<file path="config.mk">
export PLATFORM = sky130hd
export DESIGN_NAME = uart_cmd_arbiter
export DESIGN_NICKNAME = d
export VERILOG_FILES = /design/src/rtl/uart_ctrl_pkg.sv /design/src/rtl/rr_arbiter.sv /design/src/rtl/uart_cmd_arbiter.sv
export SDC_FILE = /design/constraint.sdc
export NUM_CORES = 1
export LEC_CHECK = 0
export ABC_AREA = 1
export CAP_MARGIN = 20
export CORE_ASPECT_RATIO = 1.75
export CORE_MARGIN = 4
export CORE_UTILIZATION = 35
export DETAILED_ROUTE_END_ITERATION = 6
export PLACE_DENSITY = 0.76
export SLEW_MARGIN = 20
export SYNTH_ARGS = -nofsm -noshare
export SYNTH_HDL_FRONTEND = slang
export SYNTH_SLANG_ARGS = --single-unit
export TNS_END_PERCENT = 20
</file>
<file path="constraint.sdc">
create_clock -name clk -period 2.75 [get_ports clk]
set_clock_uncertainty 0.15 [all_clocks]
set_input_delay 0.55 -clock clk [delete_from_list [all_inputs] [get_ports clk]]
set_output_delay 0.55 -clock clk [all_outputs]
set_load 0.01 [all_outputs]
</file>
<file path="src/rtl/uart_ctrl_pkg.sv">
// Shared types and constants for the UART command arbiter.
//   arb_state_e    : sequencer state encoding
//   DEF_*_WIDTH    : default widths shared with the UART engine
//   WR_BIT         : write-flag bit position for the default command width
package uart_ctrl_pkg;

    localparam int DEF_CMD_WIDTH  = 16;
    localparam int DEF_READ_WIDTH = 8;
    localparam int WR_BIT         = DEF_CMD_WIDTH - 1;

    typedef enum logic [1:0] {
        IDLE      = 2'd0,
        ISSUE     = 2'd1,
        WAIT_DONE = 2'd2,
        RESP      = 2'd3
    } arb_state_e;

endpackage

</file>
<file path="src/rtl/rr_arbiter.sv">
// Combinational round-robin picker.
//   req_i      : request vector
//   last_gnt_i : index granted last; search starts at last_gnt_i+1
//   gnt_o      : winning index (0 when nothing requests)
//   any_req_o  : at least one request is present
module rr_arbiter
    import uart_ctrl_pkg::*;
#(
    parameter int N_REQ = 4,
    parameter int IDX_W = $clog2(N_REQ)
) (
    input  logic [N_REQ-1:0] req_i,
    input  logic [IDX_W-1:0] last_gnt_i,
    output logic [IDX_W-1:0] gnt_o,
    output logic             any_req_o
);

    int   idx;
    logic found;

    // Walk the ring once starting just after the previous winner; the first
    // active request wins. Wrap is done by subtraction so non-power-of-two
    // N_REQ works.
    always_comb begin
        gnt_o = '0;
        found = 1'b0;
        idx   = 0;
        for (int k = 1; k <= N_REQ; k++) begin
            idx = int'(last_gnt_i) + k;
            if (idx >= N_REQ) idx = idx - N_REQ;
            if (!found && req_i[IDX_W'(idx)]) begin
                found = 1'b1;
                gnt_o = IDX_W'(idx);
            end
        end
    end

    assign any_req_o = |req_i;

endmodule

</file>
<file path="src/rtl/uart_cmd_arbiter.sv">
// Round-robin arbiter/sequencer sharing one UART command engine among N_REQ
// requesters. Issues one command at a time, waits for completion (read-data
// pulse for reads, ready low->high return for writes, or timeout) and routes
// a one-cycle response back to the originating requester.
//   clk, rst           : clock, synchronous active-high reset
//   req_vld/req_cmd    : per-requester command valid / packed commands
//   req_rdy            : one-hot accept pulse
//   rsp_vld/rsp_data/rsp_err : one-hot response pulse, read data, timeout flag
//   cmd_in/cmd_vld/cmd_rdy   : engine command handshake
//   read_rdy/read_data : engine read-data pulse and data
//   busy               : sequencer not idle
module uart_cmd_arbiter
    import uart_ctrl_pkg::*;
#(
    parameter int N_REQ      = 4,
    parameter int CMD_WIDTH  = DEF_CMD_WIDTH,
    parameter int READ_WIDTH = DEF_READ_WIDTH,
    parameter int TIMEOUT    = 65535
) (
    input  logic                       clk,
    input  logic                       rst,
    input  logic [N_REQ-1:0]           req_vld,
    input  logic [N_REQ*CMD_WIDTH-1:0] req_cmd,
    output logic [N_REQ-1:0]           req_rdy,
    output logic [N_REQ-1:0]           rsp_vld,
    output logic [READ_WIDTH-1:0]      rsp_data,
    output logic                       rsp_err,
    output logic [CMD_WIDTH-1:0]       cmd_in,
    output logic                       cmd_vld,
    input  logic                       cmd_rdy,
    input  logic                       read_rdy,
    input  logic [READ_WIDTH-1:0]      read_data,
    output logic                       busy
);

    localparam int IDX_W = $clog2(N_REQ);
    localparam int CNT_W = $clog2(TIMEOUT + 1);
    localparam logic [CNT_W-1:0] CNT_LAST = CNT_W'(TIMEOUT - 1);

    arb_state_e                         state_q, state_d;
    logic [IDX_W-1:0]                   gnt_q, gnt_d;
    logic [IDX_W-1:0]                   last_gnt_q, last_gnt_d;
    logic [CMD_WIDTH-1:0]               cmd_buf_q, cmd_buf_d;
    logic [CNT_W-1:0]                   cnt_q, cnt_d;
    logic                               seen_low_q, seen_low_d;
    logic                               cmd_vld_q, cmd_vld_d;
    logic [N_REQ-1:0]                   req_rdy_q, req_rdy_d;
    logic [N_REQ-1:0]                   rsp_vld_q, rsp_vld_d;
    logic [READ_WIDTH-1:0]              rsp_data_q, rsp_data_d;
    logic                               rsp_err_q, rsp_err_d;
    logic                               busy_q, busy_d;

    logic [N_REQ-1:0][CMD_WIDTH-1:0]    cmd_arr;
    logic [IDX_W-1:0]                   arb_gnt;
    logic                               any_req;
    logic                               is_wr;
    logic                               rd_done, wr_done;

    assign cmd_arr = req_cmd;
    assign is_wr   = cmd_buf_q[CMD_WIDTH-1];

    rr_arbiter #(
        .N_REQ (N_REQ),
        .IDX_W (IDX_W)
    ) u_rr (
        .req_i      (req_vld),
        .last_gnt_i (last_gnt_q),
        .gnt_o      (arb_gnt),
        .any_req_o  (any_req)
    );

    // Write completion needs the engine to have dropped ready at least once
    // after the handshake, otherwise the ready we see is still the pre-accept one.
    assign rd_done = !is_wr && read_rdy;
    assign wr_done =  is_wr && cmd_rdy && seen_low_q;

    always_comb begin
        state_d    = state_q;
        gnt_d      = gnt_q;
        last_gnt_d = last_gnt_q;
        cmd_buf_d  = cmd_buf_q;
        cnt_d      = cnt_q;
        seen_low_d = seen_low_q;
        cmd_vld_d  = 1'b0;
        req_rdy_d  = '0;
        rsp_vld_d  = '0;
        rsp_data_d = '0;
        rsp_err_d  = 1'b0;

        case (state_q)
            IDLE: begin
                if (any_req) begin
                    cmd_buf_d          = cmd_arr[arb_gnt];
                    gnt_d              = arb_gnt;
                    cmd_vld_d          = 1'b1;
                    req_rdy_d[arb_gnt] = 1'b1;
                    state_d            = ISSUE;
                end
            end
            ISSUE: begin
                if (cmd_rdy) begin
                    cnt_d      = '0;
                    seen_low_d = 1'b0;
                    state_d    = WAIT_DONE;
                end else begin
                    cmd_vld_d  = 1'b1;
                end
            end
            WAIT_DONE: begin
                if (cnt_q != '1) cnt_d = cnt_q + 1'b1;
                if (is_wr && !cmd_rdy) seen_low_d = 1'b1;
                // Completion is checked before the timeout so a same-cycle
                // read pulse still returns good data.
                if (rd_done) begin
                    rsp_data_d       = read_data;
                    rsp_vld_d[gnt_q] = 1'b1;
                    state_d          = RESP;
                end else if (wr_done) begin
                    rsp_vld_d[gnt_q] = 1'b1;
                    state_d          = RESP;
                end else if (cnt_q >= CNT_LAST) begin
                    rsp_err_d        = 1'b1;
                    rsp_vld_d[gnt_q] = 1'b1;
                    state_d          = RESP;
                end
            end
            RESP: begin
                last_gnt_d = gnt_q;
                state_d    = IDLE;
            end
            default: state_d = IDLE;
        endcase

        busy_d = (state_d != IDLE);
    end

    always_ff @(posedge clk) begin
        if (rst) begin
            state_q    <= IDLE;
            gnt_q      <= '0;
            last_gnt_q <= IDX_W'(N_REQ - 1);
            cmd_buf_q  <= '0;
            cnt_q      <= '0;
            seen_low_q <= 1'b0;
            cmd_vld_q  <= 1'b0;
            req_rdy_q  <= '0;
            rsp_vld_q  <= '0;
            rsp_data_q <= '0;
            rsp_err_q  <= 1'b0;
            busy_q     <= 1'b0;
        end else begin
            state_q    <= state_d;
            gnt_q      <= gnt_d;
            last_gnt_q <= last_gnt_d;
            cmd_buf_q  <= cmd_buf_d;
            cnt_q      <= cnt_d;
            seen_low_q <= seen_low_d;
            cmd_vld_q  <= cmd_vld_d;
            req_rdy_q  <= req_rdy_d;
            rsp_vld_q  <= rsp_vld_d;
            rsp_data_q <= rsp_data_d;
            rsp_err_q  <= rsp_err_d;
            busy_q     <= busy_d;
        end
    end

    assign req_rdy  = req_rdy_q;
    assign rsp_vld  = rsp_vld_q;
    assign rsp_data = rsp_data_q;
    assign rsp_err  = rsp_err_q;
    assign cmd_in   = cmd_buf_q;
    assign cmd_vld  = cmd_vld_q;
    assign busy     = busy_q;

endmodule
</file>
==> results by group <==
Timing
  – Max Fclk: 417 MHz
  – Relative slew slack: 66.5%
  – RSZ-0062 raised after global routing: false
  – Hold Fails Final Rpt: 0
  – Final min period: 2.40 ns
  – Hold slack: 0.317 ns
  – Setup TNS Final: 0 ns
  – Slew Limit Fails: 0
  – Worst slew pin tran: approximately 0.50 ns
  – Final setup margin: 0.353 ns
  – Tcrit/Tclk final: slightly below 90%
  – Final setup fails: 0

Setup path
  – Worst Path Required: ~2.8 ns
  – Worst Path Max Fanout: 26
  – Worst path cell trace: clkdlybuf4s50_1, nand2_1, nand2_1, nand2_1, inv_1, a21boi_1, nand2_2, inv_1, nand2_2, nand3_1, nand3_1, nor2_1, nor2_1
  – CP Launch Type: input pin
  – Crit end category: flop
  – Crit Path Class: in -> reg
  – WP data arrival: 2.46 ns
  – Slowest-stage cell, CP: clkdlybuf4s50_1
  – Most used cell along the critical path: nand2_1
  – Worst path max stage delay: 0.46 ns
  – Crit path buf inv count: 3
  – Largest delay contributor family on the critical path: simple AND/OR/NAND/NOR gates

Place
  – Hpwl dp: 7560 µm
  – Placer Congestion: 0.931
  – Place WS: 0.0197 ns
  – Dpl cells: 703
  – Placed Area: 4530 µm²
  – PortBufs: 114

Floorplanning
  – Die H: approximately 140 µm
  – Number of top-level pins: 115
  – DIE WIDTH: 81.0 µm
  – Die area: 11000 µm²
  – Starting density of the core: 35.9%
  – FP Rows: 46
  – Core footprint: 9090 µm²

Detailed routing
  – Drt initial violations: 171
  – DRT Wirelength: between 9000 and 10000 µm
  – Vias per cell: 5.02
  – Post-DR wirelength/cell: 13.4 µm
  – DR vias: approximately 3600
  – Remaining antenna violation count after routing: 0
  – DRC: 0
  – Number of detailed-route iterations in the first pass: 4

Synthesis
  – Net count after synthesis: roughly 560
  – Ys async rst share: 0%
  – Number of synthesized flops with an enable pin: 0
  – Synth unique cells: 31
  – Sequential fraction of the synthesis area: between 30% and 40%
  – Most frequent cells after synthesis: nand2_1 (93), nor2_1 (69), nand3_1 (60), dfxtp_1 (58), inv_1 (46)
  – Synth top area cells: dfxtp_1 (36%), nand2_1 (11%), nand3_1 (9.2%)
  – Cell count after synthesis: 480
  – Synth Flop Type: dfxtp_1
  – Flops & latches, synth: 58
  – Ys Warns: 0
  – Mapped Avg Cell Area: 6.81 µm²
  – Post-synth top area share: 35.5%
  – Mapped Area: between 3000 and 4000 µm²
  – Cell with the most instances after synthesis: nand2_1
  – Area leader, netlist: dfxtp_1

Clock tree
  – CTS Sinks: 58
  – TritonCTS buffer count: 9
  – CTS max path bufs: 2
  – Reg clk slew, reported paths: 0.05 ns
  – CTS tree: built
  – Postcts setup bufs: 0
  – Root Driver: clkbuf_16
  – CTS resizes: 0
  – Worst-Skew Late Latency: 0.33 ns
  – Hold buffers post-CTS: 0
  – CTS H-tree lvls: 3

Global routing
  – Largest net degree at the start of global routing: 39
  – Total grt overflow: 0
  – First-pass GRT wire length: ~16000 µm
  – Initial antenna violation count: 0
  – Gr usage total: 18.5%
  – Number of global-route vias before repair: around 3500

Layout
  – Layout cells sized above 1: 9.35%
  – NumNets Final: 676
  – Final core occ: 53.4%
  – Area of the multi-input gates: 1790 µm²
  – Register area: around 1200 µm²
  – Post-Layout Cell Count: 719
  – P&R area growth vs syn: 48.5%
  – Fillers: 917
  – Cell area after layout: 4850 µm²
  – Ant. Diodes: 0

Min path
  – Worst hold path class: reg -> reg

Power and ir drop
  – Total Power: a little under 3 mW
  – Pleak: between 1.5 and 2 nW
  – Power Density: 603 nW/µm²
  – Peak VDD IR: 0.351 mV

Run status
  – Outcome: finished, final reports clean

Flow run
  – Max-Cap Viols: 0
## layer usage
metal  wire length (µm)  track usage [%]  vias to the layer above  share of wire (%)
met5                  0                0                        -                  0
met4                352             9.96                        0                3.7
met3                567             4.39                       29                5.9
met2               5100             32.5                      135                 53
met1               3580             19.8                     1618                 37
li1                   -                -                     1827                  -
## worst reg2reg max path: cells and delay by family, from the launching register on
kind / cells / cell delay, ns
buffers and inverters: 3 / 0.24
flip-flops: 1 / 0.47
AO/OA/AOI/OAI: 1 / 0.14
AND/OR/NAND/NOR: 9 / 1.17
## registers in the layout, indices dropped and copies added, names as in the netlist, 2 cells and up
name        count
state_q         2
req_rdy         4
rsp_vld         4
cmd_in         16
gnt_q           2
last_gnt_q      2
rsp_data        8
cnt_q          16
## power by group
| group | internal, mW | switching, mW | leakage, nW | total (mW) |
|---|---|---|---|---|
| combinational | 0.373 | 0.420 | 1.34 | 0.792 |
| sequential | 0.911 | 0.0479 | 0.473 | 0.959 |
| clock | 0.789 | 0.386 | 0.151 | 1.17 |
## layout by cell type, fill, tap and decap left out, types with 2 or more instances in the layout
master             n
a21oi_1           22
buf_12             3
buf_4              7
bufinv_16          2
clkbuf_16          9
clkdlybuf4s50_1  114
clkinv_2           2
clkinvlp_4         2
dfxtp_1           57
ha_1               2
inv_1             46
inv_2              2
nand2_1           93
nand2_2            8
nand3_1           60
nand3_2           10
nand3b_1           2
nand4_1           31
nor2_1            69
nor2_4             2
nor2_8             2
nor3_1            12
nor4_1             3
o21ai_0           24
or2_2              2
xor2_1             4
## path summary, 6_finish.rpt
kind | from | endpoint | slack [ns] | cells after the start
min | cnt_q[15] | cnt_q[15] | 0.32 | 2
max | req_vld[2] | cmd_in[8] | 0.35 | 13
min reg2reg | cnt_q[15] | cnt_q[15] | 0.32 | 2
max reg2reg | last_gnt_q[0] | cmd_in[8] | 0.47 | 13
## cells by family after synthesis
family                   after synthesis  synth area share [%]
adder cells (fa/ha/maj)                2                 0.766
buffers and inverters                 69                  9.77
flip-flops                            58                  35.5
XOR/XNOR                               5                  1.34
AND/OR/NAND/NOR                      296                  44.5
AO/OA/AOI/OAI                         50                  8.08
## area by class of cell
class                      count  share of cell area (%)
clock inverter                 7                    1.93
inverter                      48                    3.71
timing repair buffer         124                    25.8
multi-input combinational    353                    36.8
clock buffer                   9                    4.64
sequential                    58                    24.0
tap                          120                    3.09
Note: power is estimated with default switching activity, not from simulation.
